===== src/rtl/mem_port_arbiter.sv =====
// Arbitrates IF fetch and MEM load/store requests onto one fixed-latency memory port.
// Define ARB_RR_EN for round-robin arbitration; the default build uses fixed DM priority.
module mem_port_arbiter #(
   parameter int MEM_LAT = 2,
   parameter int CNT_W   = 4
) (
   input  logic        clk,
   input  logic        rstn,
   input  logic        if_req,
   input  logic [31:0] if_addr,
   output logic [31:0] if_rdata,
   output logic        if_ready,
   output logic        if_err,
   input  logic        dm_req,
   input  logic        dm_we,
   input  logic [2:0]  dm_type,
   input  logic [31:0] dm_addr,
   input  logic [31:0] dm_wdata,
   output logic [31:0] dm_rdata,
   output logic        dm_ready,
   output logic        dm_err,
   output logic        mem_en,
   output logic        mem_we,
   output logic [2:0]  mem_type,
   output logic [31:0] mem_addr,
   output logic [31:0] mem_wdata,
   input  logic [31:0] mem_rdata
);

   typedef enum logic [2:0] {
      IDLE,
      ISSUE,
      WAIT,
      RESP,
      ERR
   } state_t;

   state_t            state;
   logic              grant_dm;
   logic              we_q;
   logic [CNT_W-1:0]  cnt;
   logic [31:0]       if_rdata_q;
   logic [31:0]       dm_rdata_q;
   logic [31:0]       mem_addr_q;
   logic [2:0]        mem_type_q;
   logic [31:0]       mem_wdata_q;
`ifdef ARB_RR_EN
   logic              last_grant_dm;
`endif

   logic              done;
   logic              if_cand;
   logic              dm_cand;
   logic              pick_dm;
   logic              any_req;
   logic              sel_misaligned;

   // Unknown dm_type encodings fall into the word rule.
   function automatic logic misaligned(input logic is_fetch, input logic [2:0] typ,
                                       input logic [1:0] a);
      logic res;
      res = 1'b0;
      if (is_fetch) begin
         res = (a != 2'b00);
      end else begin
         case (typ)
            3'b001, 3'b010: res = a[0];
            3'b011, 3'b100: res = 1'b0;
            default:        res = (a != 2'b00);
         endcase
      end
      return res;
   endfunction

   assign done      = (state == RESP) || (state == ERR);
   assign if_ready  = done && !grant_dm;
   assign dm_ready  = done && grant_dm;
   assign if_err    = (state == ERR) && !grant_dm;
   assign dm_err    = (state == ERR) && grant_dm;
   assign mem_en    = (state == ISSUE);
   assign mem_we    = (state == ISSUE) && grant_dm && we_q;
   assign mem_addr  = mem_addr_q;
   assign mem_type  = mem_type_q;
   assign mem_wdata = mem_wdata_q;
   assign if_rdata  = if_rdata_q;
   assign dm_rdata  = dm_rdata_q;

   // A requester still holds req during its own ready cycle, so it must not be re-granted then.
   always_comb begin
      if_cand        = if_req && !if_ready;
      dm_cand        = dm_req && !dm_ready;
      any_req        = if_cand || dm_cand;
`ifdef ARB_RR_EN
      pick_dm        = dm_cand && (!if_cand || !last_grant_dm);
`else
      pick_dm        = dm_cand;
`endif
      sel_misaligned = pick_dm ? misaligned(1'b0, dm_type, dm_addr[1:0])
                               : misaligned(1'b1, 3'b000, if_addr[1:0]);
   end

   always_ff @(posedge clk or negedge rstn) begin
      if (!rstn) begin
         state         <= IDLE;
         grant_dm      <= 1'b0;
         we_q          <= 1'b0;
         cnt           <= '0;
         if_rdata_q    <= '0;
         dm_rdata_q    <= '0;
         mem_addr_q    <= '0;
         mem_type_q    <= '0;
         mem_wdata_q   <= '0;
`ifdef ARB_RR_EN
         last_grant_dm <= 1'b0;
`endif
      end else begin
         case (state)
            IDLE, RESP, ERR: begin
               if (any_req) begin
                  grant_dm    <= pick_dm;
                  we_q        <= pick_dm && dm_we;
                  mem_addr_q  <= pick_dm ? dm_addr : if_addr;
                  mem_type_q  <= pick_dm ? dm_type : 3'b000;
                  mem_wdata_q <= pick_dm ? dm_wdata : 32'h0;
`ifdef ARB_RR_EN
                  last_grant_dm <= pick_dm;
`endif
                  state       <= sel_misaligned ? ERR : ISSUE;
               end else begin
                  state <= IDLE;
               end
            end
            ISSUE: begin
               cnt   <= CNT_W'(MEM_LAT);
               state <= WAIT;
            end
            WAIT: begin
               cnt <= cnt - CNT_W'(1);
               // mem_rdata is valid exactly in the last WAIT cycle.
               if (cnt == CNT_W'(1)) begin
                  if (grant_dm) begin
                     dm_rdata_q <= mem_rdata;
                  end else begin
                     if_rdata_q <= mem_rdata;
                  end
                  state <= RESP;
               end
            end
            default: state <= IDLE;
         endcase
      end
   end

endmodule


===== config.mk =====
export PLATFORM = sky130hd
export DESIGN_NAME = mem_port_arbiter
export DESIGN_NICKNAME = d
export VERILOG_FILES = /design/src/rtl/mem_port_arbiter.sv
export SDC_FILE = /design/constraint.sdc
export NUM_CORES = 1
export LEC_CHECK = 0
export BUFFER_PORTS_ARGS = -buffer_cell sky130_fd_sc_hd__buf_2
export CAP_MARGIN = 10
export CORE_MARGIN = 3
export CORE_UTILIZATION = 50
export CTS_BUF_LIST = sky130_fd_sc_hd__clkbuf_16
export CTS_CLUSTER_SIZE = 24
export DETAILED_ROUTE_END_ITERATION = 7
export GPL_ROUTABILITY_DRIVEN = 0
export PLACE_DENSITY = 0.85
export SETUP_SLACK_MARGIN = 0.15
export SLEW_MARGIN = 5
export SYNTH_ARGS = -nofsm -noshare
export SYNTH_HDL_FRONTEND = slang
export SYNTH_SLANG_ARGS = --single-unit

===== constraint.sdc =====
create_clock -name clk -period 3.4 [get_ports clk]
set_input_delay 0.34 -clock clk [delete_from_list [all_inputs] [get_ports clk]]
set_output_delay 0.34 -clock clk [all_outputs]
set_load 0.1 [all_outputs]

==> metrics.txt <==
status complete, no violations; Syn Nets 533; Post-synth top cells dfrtp_1, mux2_2, a22o_1, mux2_4, buf_2; Fmax 0.3836 GHz; Worst Tran Pin Value around 1.1 ns; Area contributors post-synth dfrtp_1, mux2_2, mux2_4; Area Growth Syn to Fin 35.02%; Site Rows 39; Syn Area/Cell roughly 15 sq um; unique cell type count in the Yosys netlist between 40 and 50; Bufs on Longest Clock Path 2; Root Driver clkbuf_16; initial core utilization ~52%; DR vias approximately 4300; Post-synth EDFFs 0; vias per inst 5.269; worst reg-to-reg path cell count 5; CTS tree built; post-synthesis register bit count 140; global route overflow 0; Syn. warnings 0; CP Capture Type register; RSZ-0062 raised after global routing no; minimum clock period roughly 2.6 ns; nets a little over 800; CP Data Arrival Time 2.90 ns; Die W between 100 and 150 um; IO Count around 270; H-Tree Depth 4; most frequent cell after synthesis dfrtp_1; Resize count post-CTS 0; drt pass-1 iters 4; Fillers between 700 and 800; Adder-Cell Fraction of Synth Area less than 1%; crit-path max cell delay ~0.88 ns; Reg clk slew, reported paths around 0.06 ns; Tcrit/Tclk final 76.68%; Worst R2R Start cnt[1]; Fin. Hold Viols 0; ANT nets after route 0; HPWL after DPL around 11 mm; GRT Util Overall a little under a quarter; Slew Limit Fails 0; die area ~13000 sq um; Synth Area in Compound Gates between 7 and 8%; CTS Buf Count 17; CTS Hold Bufs 0; final WL between 15 and 20 mm; Simple-Gate Fraction of Synth Area approximately 3.5%; cell accounting for the most synthesized area dfrtp_1; vias in the first global route about 4500; largest net degree at the start of global routing ~100; clock skew 0.008608 ns; Buffers & Inverters on Critical Path 1; setup TNS 0 ns; share of cells above drive strength 1 a little under two thirds; Syn Std Cell Area about 5900 sq um; Cell Chain, Critical Path inv_1, ha_1, or3b_2, or3_2, mux2_4; Crit Path Class reg -> reg; IO buf count 272; Top delay family on crit path simple AND/OR/NAND/NOR gates; type of origin of the critical path register; setup bufs post-CTS 0; Hold WC Path Type in -> async; register area share after synthesis 59.32%; critical path required time roughly 3.7 ns; Max Cap Violations 0; DRC viols 0; crit-path max FO 32; antenna violations before repair 2; clock sink count between 100 and 150; antenna cells 0; largest family of logic cells by synthesized area multiplexers; Final setup viols 0; XOR/XNOR Fraction of Synth Area 0%; core area around 11000 sq um; async set-reset flop share out of synthesis 100.0%; DRT iter0 DRCs 276; Die H approximately 110 um; Slew headroom between 20% and 30%; Synth Instances 395; global-route wire length before repair approximately 23 mm; predominant post-synthesis flop cell dfrtp_1; worst skew pair latency 0.41 ns; Critical Path Source cnt[1]; WP depth 5; area share of the largest cell type after synthesis 59.32%; routed wire length per instance ~18 um; post-synthesis mux area share between 20 and 30%; Worst path slowest cell or3_2
[sequential cells by signal, summed over array words and instances, names as in the netlist]
signal	flops
cnt	4
grant_dm	1
mem_type	3
mem_wdata	32
state	3
we_q	1
if_rdata	32
mem_addr	32
dm_rdata	32
[final cells by class]
type	instances	area (sq um)	share of cell area, %
sequential	140	3503	43.94
multi-input combinational	222	2247	28.18
timing repair buffer	279	1433	17.97
clock buffer	17	425.4	5.335
tap	143	178.9	2.244
clock inverter	15	156.4	1.961
inverter	8	30.03	0.3766
[cells by family (layout without fill, tap and decap cells)]
family | count (synthesis) | in the layout
DFF | 140 | 140
buffers and inverters | 33 | 319
adders and majority gates | 2 | 2
AOI/OAI and AO/OA | 57 | 57
and+or+nand+nor | 37 | 37
muxes | 126 | 126
[cells in the final DEF, fill, tap and decap left out, drive strengths merged, types with 3 or more instances in the layout]
| cell | netlist | layout |
|---|---|---|
| a21oi | 4 | 4 |
| a22o | 36 | 36 |
| buf | 17 | 279 |
| bufinv | 0 | 3 |
| clkbuf | 8 | 17 |
| clkinv | 0 | 6 |
| clkinvlp | 0 | 5 |
| dfrtp | 140 | 140 |
| inv | 8 | 9 |
| mux2 | 124 | 124 |
| nand2 | 9 | 9 |
| nand2b | 3 | 3 |
| nor2 | 7 | 7 |
| or3b | 3 | 3 |
[per-layer routing]
layer	part of all wire, %	vias up	global-route usage, %
li1	-	1991	-
met1	38	2122	26.38
met2	52	202	40.40
met3	8.9	23	9.725
met4	1.7	4	6.572
met5	0.18	-	0
[metrics by stage]
stage / utilization [%] / setup WS (ns) / area [sq um] / hold slack [ns] / cells
3_5_place_dp: 64.46 / 0.7896 / 7392 / 0.4804 / 792
2_1_floorplan: - / 0.5238 / 5906 / 0.04441 / 395
5_1_grt: 69.54 / 0.6828 / 7974 / 0.08917 / 824
4_1_cts: 69.54 / 0.7846 / 7974 / 0.07123 / 824
6_report: 69.54 / 0.7930 / 7974 / 0.005966 / 824
3_3_place_gp: 64.46 / 0.8839 / 7392 / 0.4552 / 792
[final timing paths]
path,to,slack [ns]
max,dm_rdata[20],0.79
min,dm_rdata[12],0.006
max reg2reg,dm_rdata[20],0.79
min reg2reg,if_rdata[7],0.50
max in group asynchronous,mem_wdata[29],2.48
min in group clk,mem_wdata[31],0.14
[worst register-to-register path, stage by stage, from the launching register on]
cell and delay [ns]:
dfrtp_1 0.39, inv_1 0.09, ha_1 0.14, or3b_2 0.50
or3_2 0.88, mux2_4 0.50
Power is left out: the tool's default activity adds up to more than one toggle a clock period on the data nets, which glitch-free logic cannot reach.
